--- src/rtl/dbg_pkg.sv ---
// Shared types and widths for the debug register-read port.
package dbg_pkg;

    localparam int REG_IDX_W  = 5;
    localparam int REG_DATA_W = 32;
    localparam int SETTLE_W   = 4;

    typedef enum logic [1:0] {
        IDLE = 2'd0,
        WAIT = 2'd1,
        SEND = 2'd2,
        DONE = 2'd3
    } state_e;

endpackage

--- src/rtl/reg_dump_scanner.sv ---
// Sweeps the CPU debug register-read port and streams each word out
// on a valid/ready interface, tagged with its index and a last flag.
module reg_dump_scanner
    import dbg_pkg::*;
#(
    parameter int NUM_REGS = 32,
    parameter int SETTLE   = 1
) (
    input  logic                  clk,
    input  logic                  rstn,
    input  logic                  start,
    output logic [REG_IDX_W-1:0]  reg_sel,
    input  logic [REG_DATA_W-1:0] reg_data,
    output logic                  out_valid,
    input  logic                  out_ready,
    output logic [REG_DATA_W-1:0] out_data,
    output logic [REG_IDX_W-1:0]  out_idx,
    output logic                  out_last,
    output logic                  busy,
    output logic                  done
);

    localparam logic [REG_IDX_W-1:0] LAST_IDX    = REG_IDX_W'(NUM_REGS - 1);
    localparam logic [SETTLE_W-1:0]  SETTLE_INIT = SETTLE_W'(SETTLE);
    localparam logic [SETTLE_W-1:0]  CNT_ONE     = SETTLE_W'(1);

    state_e              state;
    logic [SETTLE_W-1:0] cnt;

    // rstn is an active-high asynchronous reset despite its name
    always_ff @(posedge clk or posedge rstn) begin
        if (rstn) begin
            state     <= IDLE;
            cnt       <= '0;
            reg_sel   <= '0;
            out_valid <= 1'b0;
            out_data  <= '0;
            out_idx   <= '0;
            out_last  <= 1'b0;
            busy      <= 1'b0;
            done      <= 1'b0;
        end else begin
            unique case (state)
                IDLE: begin
                    if (start) begin
                        reg_sel <= '0;
                        cnt     <= SETTLE_INIT;
                        busy    <= 1'b1;
                        state   <= WAIT;
                    end
                end
                WAIT: begin
                    cnt <= cnt - CNT_ONE;
                    if (cnt == CNT_ONE) begin
                        out_data  <= reg_data;
                        out_idx   <= reg_sel;
                        out_last  <= (reg_sel == LAST_IDX);
                        out_valid <= 1'b1;
                        state     <= SEND;
                    end
                end
                SEND: begin
                    if (out_ready) begin
                        out_valid <= 1'b0;
                        if (out_last) begin
                            done  <= 1'b1;
                            state <= DONE;
                        end else begin
                            reg_sel <= reg_sel + 5'd1;
                            cnt     <= SETTLE_INIT;
                            state   <= WAIT;
                        end
                    end
                end
                DONE: begin
                    done  <= 1'b0;
                    busy  <= 1'b0;
                    state <= IDLE;
                end
                default: state <= IDLE;
            endcase
        end
    end

endmodule

--- config.mk ---
export PLATFORM = sky130hd
export DESIGN_NAME = reg_dump_scanner
export DESIGN_NICKNAME = d
export VERILOG_FILES = /design/src/rtl/dbg_pkg.sv /design/src/rtl/reg_dump_scanner.sv
export SDC_FILE = /design/constraint.sdc
export NUM_CORES = 1
export LEC_CHECK = 0
export ABC_CLOCK_PERIOD_IN_PS = 1900
export CORE_AREA = 2 2 97 99
export DETAILED_ROUTE_END_ITERATION = 16
export DIE_AREA = 0 0 99 101
export PLACE_DENSITY = 0.54
export SLEW_MARGIN = 20
export SYNTH_ARGS = -nofsm -noshare
export SYNTH_HDL_FRONTEND = slang
export SYNTH_SLANG_ARGS = --single-unit
--- constraint.sdc ---
create_clock -name clk -period 1.9 [get_ports clk]
set_input_delay 0.475 -clock clk [delete_from_list [all_inputs] [get_ports clk]]
set_output_delay 0.475 -clock clk [all_outputs]
set_load 0.02 [all_outputs]
==> out/metrics.csv, run 1 <==
stage,metric,value,unit
detailed_routing,DRC viols,0,
place,DP HPWL,3530,µm
synth,Mapped Cells,157,
clocking,# H-tree levels,2,
cells_and_area,most frequent cells in the layout,"clkdlybuf4s50_1 (78), dfrtp_1 (52), mux2_2 (29), mux2_4 (9), buf_4 (9)",
cells_and_area,"commonest non-fill, non-tap cell in the layout",clkdlybuf4s50_1,
cells_and_area,NumNets Final,286,
place,DP Worst Slack,-0.0383,ns
synth,register area share after synthesis,59.0,%
sta,pin slew with the least headroom to its limit,0.340,ns
power,clock power share,13.0,%
detailed_routing,routed wire length,4620,µm
synth,Synth area leader,dfrtp_1,
synth,Synth Flop Type,dfrtp_1,
power,Sw Ratio,34.8,%
sta,Final Hold Fails,0,
detailed_routing,first drt pass iteration count,4,
power,peak supply drop,0.640,mV
floorplan,core box area,8980,µm²
cells_and_area,diode count,0,
sta,min Tclk post-route,1.82,ns
worst_setup_path,CP top delay family,buffers and inverters,
clocking,hold-fix buffers at CTS,0,
worst_setup_path,worst path arrival time,1.35,ns
power,leak pwr,1.47,nW
worst_setup_path,CP max stage delay,0.64,ns
power,Net Sw Power,1.73,mW
sta,Setup Skew,0.00801,ns
detailed_routing,vias per cell,4.22,
cells_and_area,footprint of the multi-input gates,827,µm²
worst_setup_path,worst-path cell chain,clkdlybuf4s50_1,
place,routability cong.,0.776,
floorplan,IO Count,82,
sta,RSZ-0062 raised after global routing,no,
grt,global-route wire length before repair,7600,µm
sta,slew margin rel.,77.3,%
sta,fin. max-slew vios,0,
cells_and_area,Area growth syn-to-layout,49.3,%
grt,total grt overflow,0,
synth,"EDFF count, synth",0,
detailed_routing,DRT iter0 DRCs,27,
worst_setup_path,critical path endpoint category,output pin,
worst_setup_path,Critical Path Start Type,flop,
worst_setup_path,required time worst endpoint,1.42,ns
cells_and_area,post-route insts no fill,358,
min_path,worst hold path class,in2async,
synth,syn_nets,197,
detailed_routing,WL/cell,12.9,µm
place,DP Cell Count,350,
floorplan,Placement Rows,35,
worst_setup_path,crit path kind,reg2out,
worst_setup_path,WP depth,1,
synth,ranking of synthesized cells by area,"dfrtp_1 (59%), mux2_2 (15%), mux2_4 (6.1%)",
cells_and_area,layout cells sized above 1,23.9,%
detailed_routing,Post-DRT Antenna Nets,0,
floorplan,Initial Util,24.6,%
worst_setup_path,crit path max-delay cell type,clkdlybuf4s50_1,
sta,final setup fails,0,
synth,post-synth cell types,33,
grt,Global Route Usage Sum,9.43,%
clocking,CTS sink count,52,
floorplan,die height,101,µm
power,part of the power in registers,36.9,%
clocking,Clock Tree Buf Depth,2,
cells_and_area,filler instances,892,
synth,Yosys reg bits,52,
clocking,Clk Tree Root Cell,clkbuf_8,
clocking,Worst-path clk slew,0.09,ns
cells_and_area,register area,1300,µm²
power,Combinational Power Share,50.1,%
sta,"Worst Setup Slack, final",0.0798,ns
floorplan,die area,10000,µm²
worst_setup_path,cells on worst reg2reg path,6,
grt,largest net degree at the start of global routing,28,
synth,ys async rst share,100,%
synth,Yosys top cell area share,59.0,%
status,outcome,completed,
synth,Syn Area/Cell,14.1,µm²
synth,Yosys Warn Count,0,
synth,area of the mapped netlist,2210,µm²
flow_run,Max Cap Violations,0,
clocking,clk_lat worst skew,0.30,ns
power,P_int,3.24,mW
clocking,CTS tree,built,
grt,antenna violations before repair,0,
power,Power Density,1510,nW/µm²
floorplan,die width,99,µm
grt,vias in the first global route,1550,
clocking,TritonCTS Buffers,5,
place,Port Buffers,81,
worst_setup_path,Bufs and invs on worst path,1,
sta,Peak Freq,549,MHz
detailed_routing,total number of vias,1510,
worst_setup_path,Worst Path Max Fanout,4,
sta,final period utilization,95.8,%
[timing repair]
action / in CTS / in global routing
resized for setup: 0 / 3
endpoints found under the setup margin: 0 / 3
setup buffers: 0 / 0
[stage by stage]
stage          cell area (µm²)  TNS, ns  power, mW  utilization, %  hold slack (ns)
2_1_floorplan             2210        0       3.32               -            0.498
3_3_place_gp              3200  -0.0239       4.36            35.6            0.486
3_5_place_dp              3200  -0.0885       4.40            35.6            0.493
4_1_cts                   3290        0       5.07            36.6            0.359
5_1_grt                   3290        0       5.32            36.7            0.353
6_report                  3290        0       4.97            36.7            0.366
[sequential cells by signal (all words and copies together), names as in the netlist]
name and cells:
state 2, out_valid 1, out_last 1, busy 1
out_data 32, done 1, cnt 4, reg_sel 5
out_idx 5
[worst paths after layout]
check / startpoint / to / slack, ns
max in group asynchronous: rstn / out_data[24] / 0.99
worst min register to register: out_data[3] / out_data[3] / 0.51
min in group clk: out_data[3] / out_data[3] / 0.51
worst max register to register: cnt[1] / out_data[17] / 0.21
worst max-delay path: reg_sel[4] / reg_sel[4] / 0.08
worst min-delay path: rstn / out_data[21] / 0.37
[cells in the mapped netlist, types with 2 or more instances]
master / instances
buf_2: 6
o211ai_1: 2
mux2_2: 29
dfrtp_1: 52
o21ai_0: 4
or4b_1: 2
o41ai_1: 2
mux2_4: 9
nor2_1: 3
a21oi_1: 3
o2bb2ai_1: 2
nand3_1: 7
nand2_1: 4
inv_1: 8
ha_1: 4
mux2i_1: 2
nand3b_1: 2
[logic make-up (layout without fill, tap and decap cells)]
kind of cell | Yosys count | after routing | synth area share (%)
buffers and inverters | 17 | 107 | 3.74
AOI/OAI and AO/OA | 18 | 18 | 5.84
and+or+nand+nor | 26 | 26 | 7.32
adders and majority gates | 4 | 4 | 2.27
muxes | 40 | 40 | 21.8
DFF | 52 | 52 | 59.0
[metal layers]
layer  part of all wire, %  GRT usage (%)  wire length (µm)  vias up
met4                  0.80           2.74                37        0
met1                    45           12.1              2080      736
met2                    48           15.3              2230       44
met3                   5.8           2.98               268        4
met5                     0              0                 0        -
li1                      -              -                 -      726
[power by group through the flow]
| stage | clock network (mW) | logic, mW | registers (mW) |
|---|---|---|---|
| after floorplan | 0 | 1.02 | 2.29 |
| after global placement | 0 | 2.52 | 1.85 |
| after detailed placement | 0 | 2.53 | 1.86 |
| after CTS | 0.687 | 2.54 | 1.84 |
| after global routing | 0.729 | 2.67 | 1.92 |
| final | 0.643 | 2.49 | 1.83 |
[area by class of cell]
type,instances,share of cell area (%)
clock buffers,8,2.74
inverters,8,0.912
multi-input cells,88,25.1
flip-flops and latches,52,39.5
well taps,111,4.22
repair buffers,91,27.5
(Power assumes the default switching activity.)
==> run 2: changes to the inputs <==
- ABC_CLOCK_PERIOD_IN_PS: 1900 -> 1600
- CAP_MARGIN: not set -> 20
- PLACE_DENSITY: 0.54 -> 0.56
- clock period: 1.9 -> 1.6 ns (I/O delays scaled with it)
==> run 2 against run 1 <==
  * Combinational power grew 11%
  * Via count grew 3.3%
  * Design area grew 1.7%
==> out/metrics.csv, run 2 (synthesis gave the netlist of run 1 again) <==
stage,metric,value,unit,change
floorplan,die width,99,µm,unchanged
grt,global-route wire length before repair,7770,µm,+2.2%
worst_setup_path,worst r2r src,cnt[1],,
sta,pin slew with the least headroom to its limit,0.324,ns,-0.0158 ns
detailed_routing,total number of vias,1560,,+3.3%
cells_and_area,max reg flops,32,,unchanged
place,DP HPWL,3530,µm,about the same
cells_and_area,largest registers,"out_data: 32 flops, out_idx: 5 flops, reg_sel: 5 flops",,
floorplan,core box area,8980,µm²,unchanged
clocking,CTS sink count,52,,unchanged
detailed_routing,vias per cell,4.27,,+1.3%
clocking,TritonCTS Buffers,5,,unchanged
clocking,Clock Tree Buf Depth,2,,unchanged
sta,final setup fails,0,,unchanged
sta,RSZ-0062 raised after global routing,yes,,
cells_and_area,layout cells sized above 1,27.6,%,+3.7 points
worst_setup_path,Critical Path Start Type,flop,,
detailed_routing,WL/cell,12.9,µm,+0.27%
clocking,clk_lat worst skew,0.30,ns,about the same
sta,fin. max-slew vios,0,,unchanged
place,DP Worst Slack,-0.265,ns,-0.227 ns
detailed_routing,Post-DRT Antenna Nets,0,,unchanged
sta,min Tclk post-route,1.58,ns,
sta,final period utilization,98.8,%,
cells_and_area,Largest Register,out_data,,
cells_and_area,filler instances,897,,+0.56%
worst_setup_path,crit path kind,reg2reg,,
grt,antenna violations before repair,0,,unchanged
floorplan,IO Count,82,,unchanged
sta,Peak Freq,633,MHz,
cells_and_area,Final Util,37.3,%,+0.63 points
floorplan,die area,10000,µm²,unchanged
clocking,number of post-CTS setup repair buffers,0,,unchanged
grt,total grt overflow,0,,unchanged
cells_and_area,diode count,0,,unchanged
cells_and_area,"commonest non-fill, non-tap cell in the layout",dfrtp_1,,
min_path,worst hold path class,in2async,,
sta,Setup Skew,0.00489,ns,-0.00312 ns
worst_setup_path,cells on worst reg2reg path,6,,unchanged
place,routability cong.,0.769,,-0.94%
sta,Final Hold Fails,0,,unchanged
clocking,Clk Tree Root Cell,clkbuf_8,,
sta,slew margin rel.,78.3,%,+1.0 points
sta,"Worst Setup Slack, final",0.0199,ns,-0.0599 ns
cells_and_area,post-route insts no fill,365,,+2.0%
worst_setup_path,worst reg2reg setup slack,0.02,ns,-0.19 ns
grt,largest net degree at the start of global routing,30,,+7.1%
worst_setup_path,critical path endpoint category,flop,,
worst_setup_path,Worst Path Max Fanout,22,,+18
power,Power Density,1760,nW/µm²,+17%
place,Port Buffers,81,,unchanged
worst_setup_path,r2r endpoint,out_data[2],,
grt,vias in the first global route,1623,,+4.7%
clocking,hold-fix buffers at CTS,0,,unchanged
detailed_routing,DRC viols,0,,unchanged
clocking,# H-tree levels,2,,unchanged
grt,Global Route Usage Sum,9.72,%,+0.29 points
flow_run,Max Cap Violations,0,,unchanged
place,DP Cell Count,357,,+2.0%
power,peak supply drop,0.602,mV,-6.0%
cells_and_area,Area growth syn-to-layout,51.8,%,
clocking,Worst-path clk slew,0.09,ns,about the same
power,leak pwr,1.58,nW,+7.1%
status,outcome,completed,,
cells_and_area,register area,1300,µm²,about the same
cells_and_area,footprint of the multi-input gates,838,µm²,+1.4%
detailed_routing,routed wire length,4720,µm,+2.2%
floorplan,Initial Util,24.6,%,unchanged
floorplan,die height,101,µm,unchanged
cells_and_area,NumNets Final,293,,+2.4%
floorplan,Placement Rows,35,,unchanged
cells_and_area,most frequent cells in the layout,"dfrtp_1 (51), dlygate4sd2_1 (46), clkdlybuf4s50_1 (35), mux2_2 (29), buf_4 (14)",,
detailed_routing,first drt pass iteration count,3,,-1
worst_setup_path,worst path arrival time,1.77,ns,+0.42 ns
power,total power,5.91,mW,+19%
worst_setup_path,required time worst endpoint,1.79,ns,+0.37 ns
clocking,CTS tree,built,,
detailed_routing,DRT iter0 DRCs,33,,+22%
## run 2: repair_timing
item	4_1_cts	5_1_grt
cloned	0	0
pin swaps	0	0
endpoints found under the setup margin	62	41
gates resized for setup	48	1
## run 2: metrics by stage
stage	setup TNS (ns)	hold WS, ns	area (µm²)
after detailed placement	-1.90	0.495	3270
after global placement	-1.80	0.488	3270
after global routing	-1.02	0.488	3350
final	0	0.474	3350
after CTS	0	0.472	3340
after floorplan	0	0.455	2220
## run 2: worst max path at each step
| stage | startpoint | to | slack [ns] | cells past startpoint |
|---|---|---|---|---|
| 5_1_grt | cnt[1] | out_data[2] | -0.05 | 6 |
| 2_1_floorplan | cnt[1] | out_data[0] | 0.005 | 7 |
| 3_5_place_dp | out_ready | reg_sel[3] | -0.27 | 4 |
| 4_1_cts | cnt[1] | out_data[2] | 0.007 | 6 |
| 3_3_place_gp | out_ready | reg_sel[3] | -0.25 | 4 |
| 6_report | cnt[1] | out_data[2] | 0.02 | 6 |
## run 2: where the power goes
part | internal (mW) | leakage (nW) | switching, mW
Clock | 0.552 | 0.0645 | 0.430
Combinational | 1.41 | 0.880 | 1.36
Sequential | 1.85 | 0.634 | 0.301
Total | 3.82 | 1.58 | 2.09
## run 2: routing by layer
metal / wire, µm / track usage [%]
met1: 2120 / 12.8
met2: 2260 / 15.5
met3: 283 / 2.84
met4: 55 / 2.85
met5: 0 / 0
## run 2: area by class of cell
| class | instances | area share, % |
|---|---|---|
| multi-input combinational | 88 | 25.0 |
| clock inverter | 1 | 0.897 |
| sequential | 52 | 38.9 |
| inverter | 8 | 1.01 |
| tap | 111 | 4.15 |
| clock buffer | 7 | 2.88 |
| timing repair buffer | 98 | 27.2 |
## run 2: worst max-delay path: stages (launching register included)
cell	delay [ns]
dfrtp_1	0.38
inv_1	0.08
ha_1	0.15
nor3b_4	0.22
nand3_2	0.14
buf_12	0.19
mux2_4	0.30
==> run 3: changes to the inputs <==
- ABC_AREA: not set -> 1
- CORE_AREA: 2 2 97 99 -> 2 2 98 100
- DIE_AREA: 0 0 99 101 -> 0 0 100 102
- PLACE_DENSITY: 0.56 -> 0.55
- SLEW_MARGIN: 20 -> not set
==> run 3 against run 2 <==
  * Maximum frequency up 3.9%
  * Die area up 2.0%
  * Count of clock-buffer cells in the layout down 1
  * Register-to-register slack better by 0.22 ns
  * Wire length up 5.5%
  * Clock power down 3.4%
==> out/metrics.csv, run 3 <==
stage,metric,value,unit,change
grt,vias in the first global route,1849,,+14%
worst_setup_path,worst r2r src,state[0],,
status,outcome,completed,,
power,total power,5.65,mW,-4.3%
worst_setup_path,Worst Path Max Fanout,6,,-73%
worst_setup_path,worst reg2reg setup slack,0.24,ns,+0.22 ns
detailed_routing,WL/cell,11.0,µm,-15%
worst_setup_path,crit path max-delay cell type,dfrtp_1,,
worst_setup_path,critical path endpoint category,output pin,,
clocking,clk_lat worst skew,0.31,ns,about the same
sta,Setup Skew,0.0147,ns,+0.00981 ns
worst_setup_path,cells on worst reg2reg path,6,,unchanged
flow_run,Max Cap Violations,0,,unchanged
synth,Synth area leader,dfrtp_1,,
cells_and_area,diode count,0,,unchanged
worst_setup_path,Bufs and invs on worst path,1,,-1
sta,slew margin rel.,78.5,%,+0.19 points
floorplan,Initial Util,24.4,%,-0.15 points
worst_setup_path,r2r endpoint,out_data[28],,
clocking,CTS tree,built,,
synth,Mapped Cells,251,,+60%
cells_and_area,footprint of the multi-input gates,677,µm²,-19%
synth,syn_nets,291,,+48%
clocking,# H-tree levels,2,,unchanged
worst_setup_path,worst-path cell chain,dlygate4sd2_1,,
sta,Peak Freq,658,MHz,+3.9%
floorplan,die width,100,µm,+1.0%
clocking,CTS sink count,52,,unchanged
cells_and_area,NumNets Final,380,,+30%
worst_setup_path,CP max stage delay,0.45,ns,+0.07 ns
cells_and_area,largest registers,"out_data: 32 flops, out_idx: 5 flops, reg_sel: 5 flops",,
cells_and_area,register area,1300,µm²,unchanged
clocking,Clk Tree Root Cell,clkbuf_8,,
worst_setup_path,required time worst endpoint,1.20,ns,-0.59 ns
synth,Yosys Warn Count,0,,unchanged
sta,Final Hold Fails,0,,unchanged
grt,Global Route Usage Sum,10.5,%,+0.79 points
clocking,Worst-path clk slew,0.10,ns,about the same
synth,"top cells by count, synth","nand2_1 (63), dfrtp_1 (52), inv_1 (48)",,
grt,antenna violations before repair,0,,unchanged
floorplan,die height,102,µm,+0.99%
synth,"EDFF count, synth",0,,unchanged
place,DP Worst Slack,-0.109,ns,+0.156 ns
cells_and_area,Area growth syn-to-layout,47.1,%,
min_path,worst hold path class,in2async,,
power,leak pwr,1.73,nW,+9.7%
worst_setup_path,crit path kind,reg2out,,
floorplan,core box area,9110,µm²,+1.5%
floorplan,die area,10200,µm²,+2.0%
detailed_routing,DRT iter0 DRCs,68,,+110%
clocking,Clock Tree Buf Depth,2,,unchanged
synth,ys async rst share,100,%,unchanged
synth,Syn Area/Cell,8.86,µm²,-37%
cells_and_area,layout cells sized above 1,6.74,%,-21 points
grt,global-route wire length before repair,8660,µm,+11%
detailed_routing,DRC viols,0,,unchanged
cells_and_area,"commonest non-fill, non-tap cell in the layout",nand2_1,,
cells_and_area,most frequent cells in the layout,"nand2_1 (63), dfrtp_1 (51), inv_1 (47), dlygate4sd2_1 (46), clkdlybuf4s50_1 (35)",,
detailed_routing,Post-DRT Antenna Nets,0,,unchanged
worst_setup_path,CP top delay family,flip-flops,,
sta,min Tclk post-route,1.52,ns,-0.0596 ns
sta,pin slew with the least headroom to its limit,0.322,ns,-0.00295 ns
detailed_routing,total number of vias,1849,,+19%
floorplan,IO Count,82,,unchanged
place,Port Buffers,81,,unchanged
sta,final period utilization,95.0,%,-3.7 points
sta,RSZ-0062 raised after global routing,no,,
floorplan,Placement Rows,35,,unchanged
detailed_routing,routed wire length,4990,µm,+5.5%
worst_setup_path,worst path arrival time,1.12,ns,-0.65 ns
synth,Yosys top cell area share,58.5,%,-0.50 points
detailed_routing,vias per cell,4.09,,-4.3%
place,routability cong.,0.820,,+6.7%
synth,register area share after synthesis,58.5,%,-0.50 points
grt,total grt overflow,0,,unchanged
synth,"count leader, synth",nand2_1,,
synth,area of the mapped netlist,2220,µm²,+0.85%
clocking,hold-fix buffers at CTS,0,,unchanged
sta,fin. max-slew vios,0,,unchanged
synth,ranking of synthesized cells by area,"dfrtp_1 (58%), nand2_1 (11%), inv_1 (8.1%)",,
clocking,number of post-CTS setup repair buffers,0,,unchanged
cells_and_area,filler instances,959,,+6.9%
power,Power Density,1730,nW/µm²,-2.1%
place,DP HPWL,3560,µm,+0.78%
synth,Synth Flop Type,dfrtp_1,,
power,peak supply drop,0.627,mV,+4.2%
synth,Yosys reg bits,52,,unchanged
clocking,TritonCTS Buffers,5,,unchanged
detailed_routing,first drt pass iteration count,4,,+1
sta,"Worst Setup Slack, final",0.0796,ns,+0.0596 ns
cells_and_area,max reg flops,32,,unchanged
cells_and_area,Largest Register,out_data,,
synth,post-synth cell types,20,,-39%
worst_setup_path,Critical Path Start Type,flop,,
grt,largest net degree at the start of global routing,78,,+160%
sta,final setup fails,0,,unchanged
## run 3: how the worst max path moves through the flow
| stage | start | endpoint | slack, ns | cells past startpoint |
|---|---|---|---|---|
| after floorplan | reg_sel[0] | reg_sel[4] | 0.24 | 6 |
| after global placement | out_ready | reg_sel[3] | -0.02 | 6 |
| after detailed placement | out_ready | reg_sel[3] | -0.11 | 5 |
| after CTS | out_last | out_last | 0.04 | 1 |
| after global routing | reg_sel[1] | reg_sel[1] | 0.006 | 1 |
| final | reg_sel[1] | reg_sel[1] | 0.08 | 1 |
## run 3: layer usage
layer | up-vias | routed length [µm] | global-route usage [%] | part of all wire, %
met3 | 5 | 317 | 2.74 | 6.4
met2 | 63 | 2070 | 16.7 | 42
met4 | 0 | 67 | 3.16 | 1.3
met1 | 822 | 2530 | 14.2 | 51
met5 | - | 0 | 0 | 0
li1 | 959 | - | - | -
## run 3: repair_timing
| action | CTS | global route |
|---|---|---|
| setup endpoints to repair | 46 | 1 |
| resized for setup | 46 | 1 |
| endpoints found under the hold margin | 0 | 0 |
| pin swaps | 0 | 0 |
## run 3: report_power, final
part | leakage, nW | internal [mW] | switching, mW
Clock | 0.0614 | 0.512 | 0.437
Sequential | 0.654 | 1.84 | 0.308
Combinational | 1.02 | 0.974 | 1.58
Total | 1.73 | 3.32 | 2.33
## run 3: cell families (layout without fill, tap and decap cells)
kind of cell	Yosys count	in the layout	synth area share (%)
compound gates	52	52	11.9
xor+xnor	1	1	0.394
fa+ha+maj	4	4	2.25
buf+inv	57	147	11.1
flops	52	52	58.5
simple gates	85	85	15.9
## run 3: stage by stage
stage | hold slack (ns) | util [%] | TNS [ns] | cell area, µm² | instances
CTS | 0.395 | 35.9 | 0 | 3270 | 452
global route | 0.426 | 35.9 | 0 | 3270 | 452
detailed placement | 0.478 | 35.2 | -0.311 | 3210 | 444
floorplan | 0.455 | - | 0 | 2230 | 251
finish | 0.403 | 35.9 | 0 | 3270 | 452
global placement | 0.468 | 35.2 | -0.0648 | 3210 | 444
## run 3: cell type report
| class | count | area share, % |
|---|---|---|
| inverter | 49 | 5.73 |
| clock inverter | 2 | 1.19 |
| sequential | 52 | 39.8 |
| multi-input combinational | 142 | 20.7 |
| timing repair buffer | 90 | 25.8 |
| tap | 111 | 4.24 |
| clock buffer | 6 | 2.52 |
